### config.mk
export PLATFORM = sky130hd
export DESIGN_NAME = maxpool2x2_stream
export DESIGN_NICKNAME = d
export VERILOG_FILES = /design/src/rtl/cnn_pkg.sv /design/src/rtl/maxpool2x2_stream_row_buffer.sv /design/src/rtl/maxpool2x2_stream.sv
export SDC_FILE = /design/constraint.sdc
export NUM_CORES = 1
export LEC_CHECK = 0
export BUFFER_PORTS_ARGS = -buffer_cell sky130_fd_sc_hd__buf_2
export CAP_MARGIN = 20
export CORE_MARGIN = 2
export CORE_UTILIZATION = 63
export DETAILED_ROUTE_END_ITERATION = 6
export PLACE_DENSITY = 0.8
export SETUP_SLACK_MARGIN = 0.4
export SYNTH_ARGS = -nofsm -noshare
export SYNTH_HDL_FRONTEND = slang
export SYNTH_SLANG_ARGS = --single-unit
### constraint.sdc
create_clock -name clk_i -period 6.05 [get_ports clk_i]
set_clock_uncertainty 0.2 [all_clocks]
set_input_delay 0.3025 -clock clk_i [delete_from_list [all_inputs] [get_ports clk_i]]
set_output_delay 0.3025 -clock clk_i [all_outputs]
set_load 0.005 [all_outputs]
### src/rtl/cnn_pkg.sv
// Shared CNN accelerator constants and the output saturation helper used by
// both the pooling stage and the memory writer.
package cnn_pkg;

   localparam int IMG_W     = 28;
   localparam int CONV_W    = 26;
   localparam int POOL_W    = 13;
   localparam int SAT_IN_W  = 32;
   localparam int SAT_OUT_W = 8;

   // Clamp a signed activation into the unsigned pixel range.
   function automatic logic [SAT_OUT_W-1:0] sat_u(input logic signed [SAT_IN_W-1:0] m);
      logic [SAT_OUT_W-1:0] r;
      if (m[SAT_IN_W-1]) begin
         r = '0;
      end else if (|m[SAT_IN_W-2:SAT_OUT_W]) begin
         r = '1;
      end else begin
         r = m[SAT_OUT_W-1:0];
      end
      return r;
   endfunction

endpackage

### src/rtl/maxpool2x2_stream_row_buffer.sv
// One-row scratch of horizontal pair maxima written on even rows and read
// back on odd rows; one write port, one combinational read port.
module pool_row_buffer #(
   parameter int DEPTH = 13,
   parameter int WIDTH = 32,
   parameter int AW    = 4
) (
   input  logic             clk_i,
   input  logic             rst_ni,
   input  logic             we_i,
   input  logic [AW-1:0]    waddr_i,
   input  logic [WIDTH-1:0] wdata_i,
   input  logic [AW-1:0]    raddr_i,
   output logic [WIDTH-1:0] rdata_o
);

   logic [WIDTH-1:0] mem_q [DEPTH];
   logic [WIDTH-1:0] mem_d [DEPTH];

   // Next-state of the storage array: single write per cycle.
   always_comb begin
      mem_d = mem_q;
      if (we_i) begin
         mem_d[waddr_i] = wdata_i;
      end else begin
         mem_d = mem_q;
      end
   end

   // Storage registers.
   always_ff @(posedge clk_i or negedge rst_ni) begin
      if (!rst_ni) begin
         mem_q <= '{default: '0};
      end else begin
         mem_q <= mem_d;
      end
   end

   assign rdata_o = mem_q[raddr_i];

endmodule

### src/rtl/maxpool2x2_stream.sv
// Streaming 2x2 stride-2 max-pool with saturation to unsigned pixels.
// Odd trailing columns/rows are consumed and discarded.
module maxpool2x2_stream
   import cnn_pkg::*;
#(
   parameter int DATA_WIDTH = SAT_IN_W,
   parameter int OUT_WIDTH  = SAT_OUT_W,
   parameter int ROW_LEN    = CONV_W,
   parameter int NUM_ROWS   = CONV_W
) (
   input  logic                  clk_i,
   input  logic                  rst_ni,
   input  logic                  frame_start_i,
   input  logic [DATA_WIDTH-1:0] in_data_i,
   input  logic                  in_valid_i,
   output logic                  in_ready_o,
   output logic [OUT_WIDTH-1:0]  out_data_o,
   output logic                  out_valid_o,
   input  logic                  out_ready_i,
   output logic                  out_last_o,
   output logic                  frame_done_o
);

   localparam int PW = ROW_LEN / 2;
   localparam int PH = NUM_ROWS / 2;
   localparam int CW = $clog2(ROW_LEN + 1);
   localparam int RW = $clog2(NUM_ROWS + 1);
   localparam int AW = (PW > 1) ? $clog2(PW) : 1;

   localparam logic [CW-1:0] COL_LAST    = CW'(ROW_LEN - 1);
   localparam logic [RW-1:0] ROW_LAST    = RW'(NUM_ROWS - 1);
   localparam logic [CW-1:0] COL_WIN_END = CW'(2 * PW);
   localparam logic [RW-1:0] ROW_WIN_END = RW'(2 * PH);
   localparam logic [CW-1:0] COL_FINAL   = CW'(2 * PW - 1);
   localparam logic [RW-1:0] ROW_FINAL   = RW'(2 * PH - 1);

   logic [CW-1:0]                col_q, col_d;
   logic [RW-1:0]                row_q, row_d;
   logic signed [DATA_WIDTH-1:0] pair_q, pair_d;
   logic                         out_valid_q, out_valid_d;
   logic [OUT_WIDTH-1:0]         out_data_q, out_data_d;
   logic                         out_last_q, out_last_d;

   logic                         in_hs_s, out_hs_s, in_win_s, wr_en_s, load_s;
   logic [AW-1:0]                rb_idx_s;
   logic [DATA_WIDTH-1:0]        rb_rdata_s;
   logic signed [DATA_WIDTH-1:0] sample_s, rb_val_s, pair_max_s, win_max_s;

   // frame_start_i wins over both handshakes so an aborted beat is dropped.
   assign in_ready_o = !out_valid_q || out_ready_i;
   assign in_hs_s    = in_valid_i && in_ready_o && !frame_start_i;
   assign out_hs_s   = out_valid_q && out_ready_i && !frame_start_i;
   assign in_win_s   = (col_q < COL_WIN_END) && (row_q < ROW_WIN_END);
   assign wr_en_s    = in_hs_s && in_win_s && col_q[0] && !row_q[0];
   assign load_s     = in_hs_s && in_win_s && col_q[0] && row_q[0];
   assign rb_idx_s   = col_q[AW:1];

   assign sample_s   = signed'(in_data_i);
   assign rb_val_s   = signed'(rb_rdata_s);
   assign pair_max_s = (sample_s > pair_q) ? sample_s : pair_q;
   assign win_max_s  = (rb_val_s > pair_max_s) ? rb_val_s : pair_max_s;

   pool_row_buffer #(
      .DEPTH (PW),
      .WIDTH (DATA_WIDTH),
      .AW    (AW)
   ) u_row_buffer (
      .clk_i   (clk_i),
      .rst_ni  (rst_ni),
      .we_i    (wr_en_s),
      .waddr_i (rb_idx_s),
      .wdata_i (pair_max_s),
      .raddr_i (rb_idx_s),
      .rdata_o (rb_rdata_s)
   );

   // Raster position and the even-column pair holder.
   always_comb begin
      col_d  = col_q;
      row_d  = row_q;
      pair_d = pair_q;
      if (frame_start_i) begin
         col_d  = '0;
         row_d  = '0;
         pair_d = '0;
      end else if (in_hs_s) begin
         if (!col_q[0]) begin
            pair_d = sample_s;
         end else begin
            pair_d = pair_q;
         end
         if (col_q == COL_LAST) begin
            col_d = '0;
            row_d = (row_q == ROW_LAST) ? '0 : row_q + RW'(1);
         end else begin
            col_d = col_q + CW'(1);
         end
      end else begin
         col_d = col_q;
      end
   end

   // Single-entry output register; a load during a drain keeps it full.
   always_comb begin
      out_valid_d = out_valid_q;
      out_data_d  = out_data_q;
      out_last_d  = out_last_q;
      if (frame_start_i) begin
         out_valid_d = 1'b0;
         out_last_d  = 1'b0;
      end else if (load_s) begin
         out_valid_d = 1'b1;
         out_data_d  = sat_u(win_max_s);
         out_last_d  = (row_q == ROW_FINAL) && (col_q == COL_FINAL);
      end else if (out_hs_s) begin
         out_valid_d = 1'b0;
         out_last_d  = 1'b0;
      end else begin
         out_valid_d = out_valid_q;
      end
   end

   // State registers.
   always_ff @(posedge clk_i or negedge rst_ni) begin
      if (!rst_ni) begin
         col_q       <= '0;
         row_q       <= '0;
         pair_q      <= '0;
         out_valid_q <= 1'b0;
         out_data_q  <= '0;
         out_last_q  <= 1'b0;
      end else begin
         col_q       <= col_d;
         row_q       <= row_d;
         pair_q      <= pair_d;
         out_valid_q <= out_valid_d;
         out_data_q  <= out_data_d;
         out_last_q  <= out_last_d;
      end
   end

   assign out_valid_o  = out_valid_q;
   assign out_data_o   = out_data_q;
   assign out_last_o   = out_last_q;
   assign frame_done_o = out_hs_s && out_last_q;

endmodule

Yosys cells after proc, flatten, opt, wreduce, memory -nomap -nowiden. Index checks and enable logic that the tools add are counted.

$add $sub $neg: 2. Multiply operators: 0. Divide/modulo/power cells: 0. Order comparisons: 6. Equal/unequal tests: 3. Shift-type cells: 0. Muxes and demuxes: 25. Bitwise operators: 2. Reductions and logical operators: 23.

Operators by type and width (count): $bwmux W416 (1); $mux W32 (8); $bmux W32 S4 (1); $demux W32 S4 (1); $gt A32 B32 Y1 (2); $mux W5 (7); $reduce_or A23 Y1 (1); $mux W8 (2); $logic_and A1 B1 Y1 (12); $add A5 B1 Y5 const B (2); $eq A5 B5 Y1 const B (2); $lt A5 B5 Y1 const B (2); $reduce_and A2 Y1 (3); $ge A5 B5 Y1 const B (1); $lt A5 B1 Y1 const B (1); $mux W1 (5); $not A4 Y5 (1); $reduce_bool A2 Y1 (2); $logic_not A1 Y1 (3); $reduce_bool A3 Y1 (1); $ne A2 B2 Y1 const B (1); $logic_or A1 B1 Y1 (1); $not A1 Y1 (1).

Register bits: 468. Bits in latches: 0. Bits in writable memories: 0. Memory bits (read-only): 0. Output and inout port bits: 12. Logic and storage cells: 80. Memories kept: 0.

Logic depth before layout (Yosys ltp).
Depth after elaboration: 9. Depth in mapped cells: 21. Depth with buffers taken out: 19.

Modules after synthesis. A second synthesis with hierarchy kept.

Cell total of the unflattened synthesis: 1835. Area total of the unflattened synthesis: 23882.9 µm².

Modules (own cells, without submodules): pool_row_buffer (times used 1, cells each 1302, area an instance 19132.1 µm², seq. area each 10410.0 µm²); maxpool2x2_stream (times used 1, cells each 533, area an instance 4750.8 µm², seq. area each 1301.2 µm²).

Worst setup path before layout. No wires, ideal clock.

Kind: flip-flop to flip-flop. Start: reg pair_q[31]. End: reg out_data_q[0], in the netlist out_data_o[0]. Library setup time: 90 ps. Arrival: 4523 ps. Setup slack: 1237 ps. Cell stages (with the launch flop): 20. Path buffers: 2. Cell sequence: dfrtp_1 > clkinv_1 > ha_1 > and4_1 > nand2_1 > nor4_1 > a31oi_1 > o21ai_1 > buf_2 > mux2i_1 > clkbuf_1 > ha_1 > a21oi_1 > o21ai_0 > a211o_1 > o32a_1 > a211o_1 > a31oi_1 > nand3_1 > o2111ai_1.

Cells in the longest elaborated chain, start to end: 7.

Ends and longest elaborated chain: start, declared (line maxpool2x2_stream.sv:39) `logic signed [DATA_WIDTH-1:0] pair_q, pair_d;`; start signal, assigned (line maxpool2x2_stream.sv:135) `pair_q <= pair_d;`; $gt A32 B32 Y1 (line maxpool2x2_stream.sv:60) `assign pair_max_s = (sample_s > pair_q) ? sample_s : pair_q;`; $mux W32 (*) (line maxpool2x2_stream.sv:60); $gt A32 B32 Y1 (line maxpool2x2_stream.sv:61) `assign win_max_s = (rb_val_s > pair_max_s) ? rb_val_s : pair_max_s;`; $mux W32 (*) (line maxpool2x2_stream.sv:61); $reduce_or A23 Y1 (line cnn_pkg.sv:16) `end else if (|m[SAT_IN_W-2:SAT_OUT_W]) begin`; $mux W8 (line cnn_pkg.sv:16); $mux W8 (*) (line cnn_pkg.sv:14) `if (m[SAT_IN_W-1]) begin`; end signal, assigned (line maxpool2x2_stream.sv:137) `out_data_q <= out_data_d;`; end, declared (line maxpool2x2_stream.sv:41) `logic [OUT_WIDTH-1:0] out_data_q, out_data_d;`.

Every way passes the cells marked *; elsewhere a longest branch is shown, timed or not. A chain may end at the register's enable or synchronous reset.

Worst setup path in the final report.
Start: reg pair_q[31]. End: reg out_data_q[5], in the netlist out_data_o[5].

Same word-level chain as after synthesis.

==> metrics <==
H-tree levels 2; Slowest-stage cell, CP ha_1; Worst Max-Slew Pin Slew 1.062 ns; DRC viols 0; share of cells above drive strength 1 0.1426; r2r startpoint pair_q[31]; slew margin rel. 0.2917; grt ovf 0; Inserted Clock Buffers 46; mean post-synth cell area 10.31 sq um; yosys warns 0; count leader, synth nand2_1; postcts setup bufs 0; total power 7.526 mW; DP HPWL 37.55 mm; Final setup violation count 0; post-route cell area 24960 sq um; leak pwr 11.09 nW; WP data required 6.29 ns; top_reg_cell synth dfrtp_1; # clock sinks 468; cell area power density 301.5 nW/um^2; Avg WL per Cell 22.45 microns; initial antenna violation count 1; Setup CP Type reg2reg; drt pass-1 iters 6; crit path launch pair_q[31]; Worst setup EP type flop; hold path depth 3; gpl congestion 0.9357; CP max FO 48; nets 2300; period utilization 0.8726; area delta synth->final 12.02%; Synth Cell Area 22280 sq um; largest net degree at the start of global routing 142; dpl ws 0.7031 ns; Final WS setup 0.7705 ns; syn nets 2267; RSZ-0062 raised after global routing no; Slew Limit Fails 0; # rows 68; Post-synth EDFFs 0; starting density of the core 0.6419; asr flop ratio synth 1.000; FF-to-FF path depth 19; distinct cell type count after synthesis 61; I/O pins 49; #FFs+latches synth 468; crit path DAT 5.52 ns; CP peak stage delay 0.41 ns; crit path cell chain clkinv_1 -> ha_1 -> and4_1 -> nand2_1 -> nor4_1 -> a31oi_1 -> o21ai_4 -> buf_12 -> mux2i_1 -> buf_4 -> ha_1 -> a21oi_1 -> o21ai_0 -> a211o_1 -> o32a_1 -> a211o_1 -> and2_2 -> a32oi_1 -> nand3_1; latest clock arrival within the worst-skew pair 0.59 ns; DIE AREA 36890 sq um; fillcell total 2286; CTS clk-pin slew, worst paths 0.06 ns; Max-cap violations 0; Core Region 34710 sq um; total number of vias 17580; Detailed Route Iter0 Violations 1742; Yosys top cell by area dfrtp_1; status completed; worst hold path class in2reg; Seq/Total Area, Yosys 0.5255; Synth top area share 0.5255; maximum vdd drop 395.4 uV; PortBufs 48; vias in the first global route 17620; Max Fclk 0.1894 GHz; min Tclk post-route 5.279 ns; buffer depth of the longest clock path 3; CTS root buf clkbuf_16; clock tree from TritonCTS done; Startpoint Class flop; top cells by area, synth dfrtp_1, o21ai_0, mux4_2, nand2_1, ha_1; dpl cell area 23100 sq um; DIE WIDTH 192.1 microns; ANT nets after route 0; GRT Overall Usage 0.3424; Post-Route WL 60.30 mm; Hold Crit Start in_valid_i; Cells after Synth 2162; Fin. Hold Viols 0; DR vias/cell 6.545; Die Height 192.1 microns; setup_tns 0 ns; top post-synthesis cells by count nand2_1, dfrtp_1, o21ai_0, clkbuf_1, mux4_2; first-pass GRT wire length 96.34 mm
[stage by stage]
| stage | utilization | hold WS [ns] | instances |
|---|---|---|---|
| CTS | 0.7186 | 0.04386 | 2685 |
| global route | 0.7190 | 0.09861 | 2685 |
| finish | 0.7191 | 0.04666 | 2686 |
| global placement | 0.6646 | 0.2318 | 2567 |
| detailed placement | 0.6654 | 0.2393 | 2568 |
| floorplan | - | -0.1931 | 2162 |
[repair_timing]
action | in CTS | in global routing
endpoints found under the hold margin | 151 | 0
hold buffers | 34 | 0
endpoints found under the setup margin | 0 | 8
gates resized for setup | 0 | 3
[worst paths after layout]
check,end,slack (ns)
setup / recovery,out_data_o[5],0.77
hold / removal,col_q[3],0.05
setup reg to reg,out_data_o[5],0.77
hold reg to reg,u_row_buffer.mem_q[392],0.27
max in group asynchronous,u_row_buffer.mem_q[311],4.02
min in group asynchronous,u_row_buffer.mem_q[310],0.20
[placed cells by master, fill, tap and decap left out, drive strengths merged, types with 15 or more instances in the layout]
cell type    instances
a21oi               46
nand2b              32
inv                 41
mux2i               41
nand3               34
dlygate4sd3         34
ha                  68
a22oi               48
dfrtp              468
nand2              511
buf                121
clkbuf              69
nor4                18
nor2                15
mux4                96
o21ai              472
[cell type report]
cell class / instances / area [sq um] / area share
Timing Repair Buffer: 155 / 1246 / 0.04993
Antenna cell: 1 / 2.502 / 0.0001003
Clock inverter: 14 / 127.6 / 0.005113
Inverter: 40 / 150.1 / 0.006015
Tap cell: 455 / 569.3 / 0.02281
Multi-Input combinational cell: 1484 / 9769 / 0.3914
Clock buffer: 69 / 1378 / 0.05519
Sequential cell: 468 / 11720 / 0.4695
[per-layer routing]
layer / GRT usage / routed length [microns]
met1: 0.4701 / 23460
met2: 0.5318 / 28100
met3: 0.08131 / 6449
met4: 0.1421 / 2294
met5: 0 / 0
[power by group]
group	total [mW]	switching (mW)	internal, mW
registers	3.40	0.126	3.28
logic	1.28	0.788	0.487
clock network	2.85	1.22	1.62
total	7.53	2.14	5.39
[state kept, by name, summed over array words and instances (netlist names)]
register	count
row_q	5
pair_q	32
out_data_o	8
col_q	5
out_valid_o	1
u_row_buffer.mem_q	416
out_last_o	1
[kinds of logic after synthesis]
kind of cell	after synthesis	synth area share
buf+inv	210	0.04093
simple gates	659	0.1267
fa+ha+maj	68	0.03818
compound gates	619	0.1520
mux	138	0.1167
flops	468	0.5255
[critical path: cells and delay by family, from the launching register on]
kind | cells | cell delay (ns)
flops | 1 | 0.39
simple gates | 5 | 1.04
compound gates | 8 | 1.74
fa+ha+maj | 2 | 0.68
mux | 1 | 0.30
buf+inv | 3 | 0.78
No activity file was read; power rests on OpenSTA's default activity.
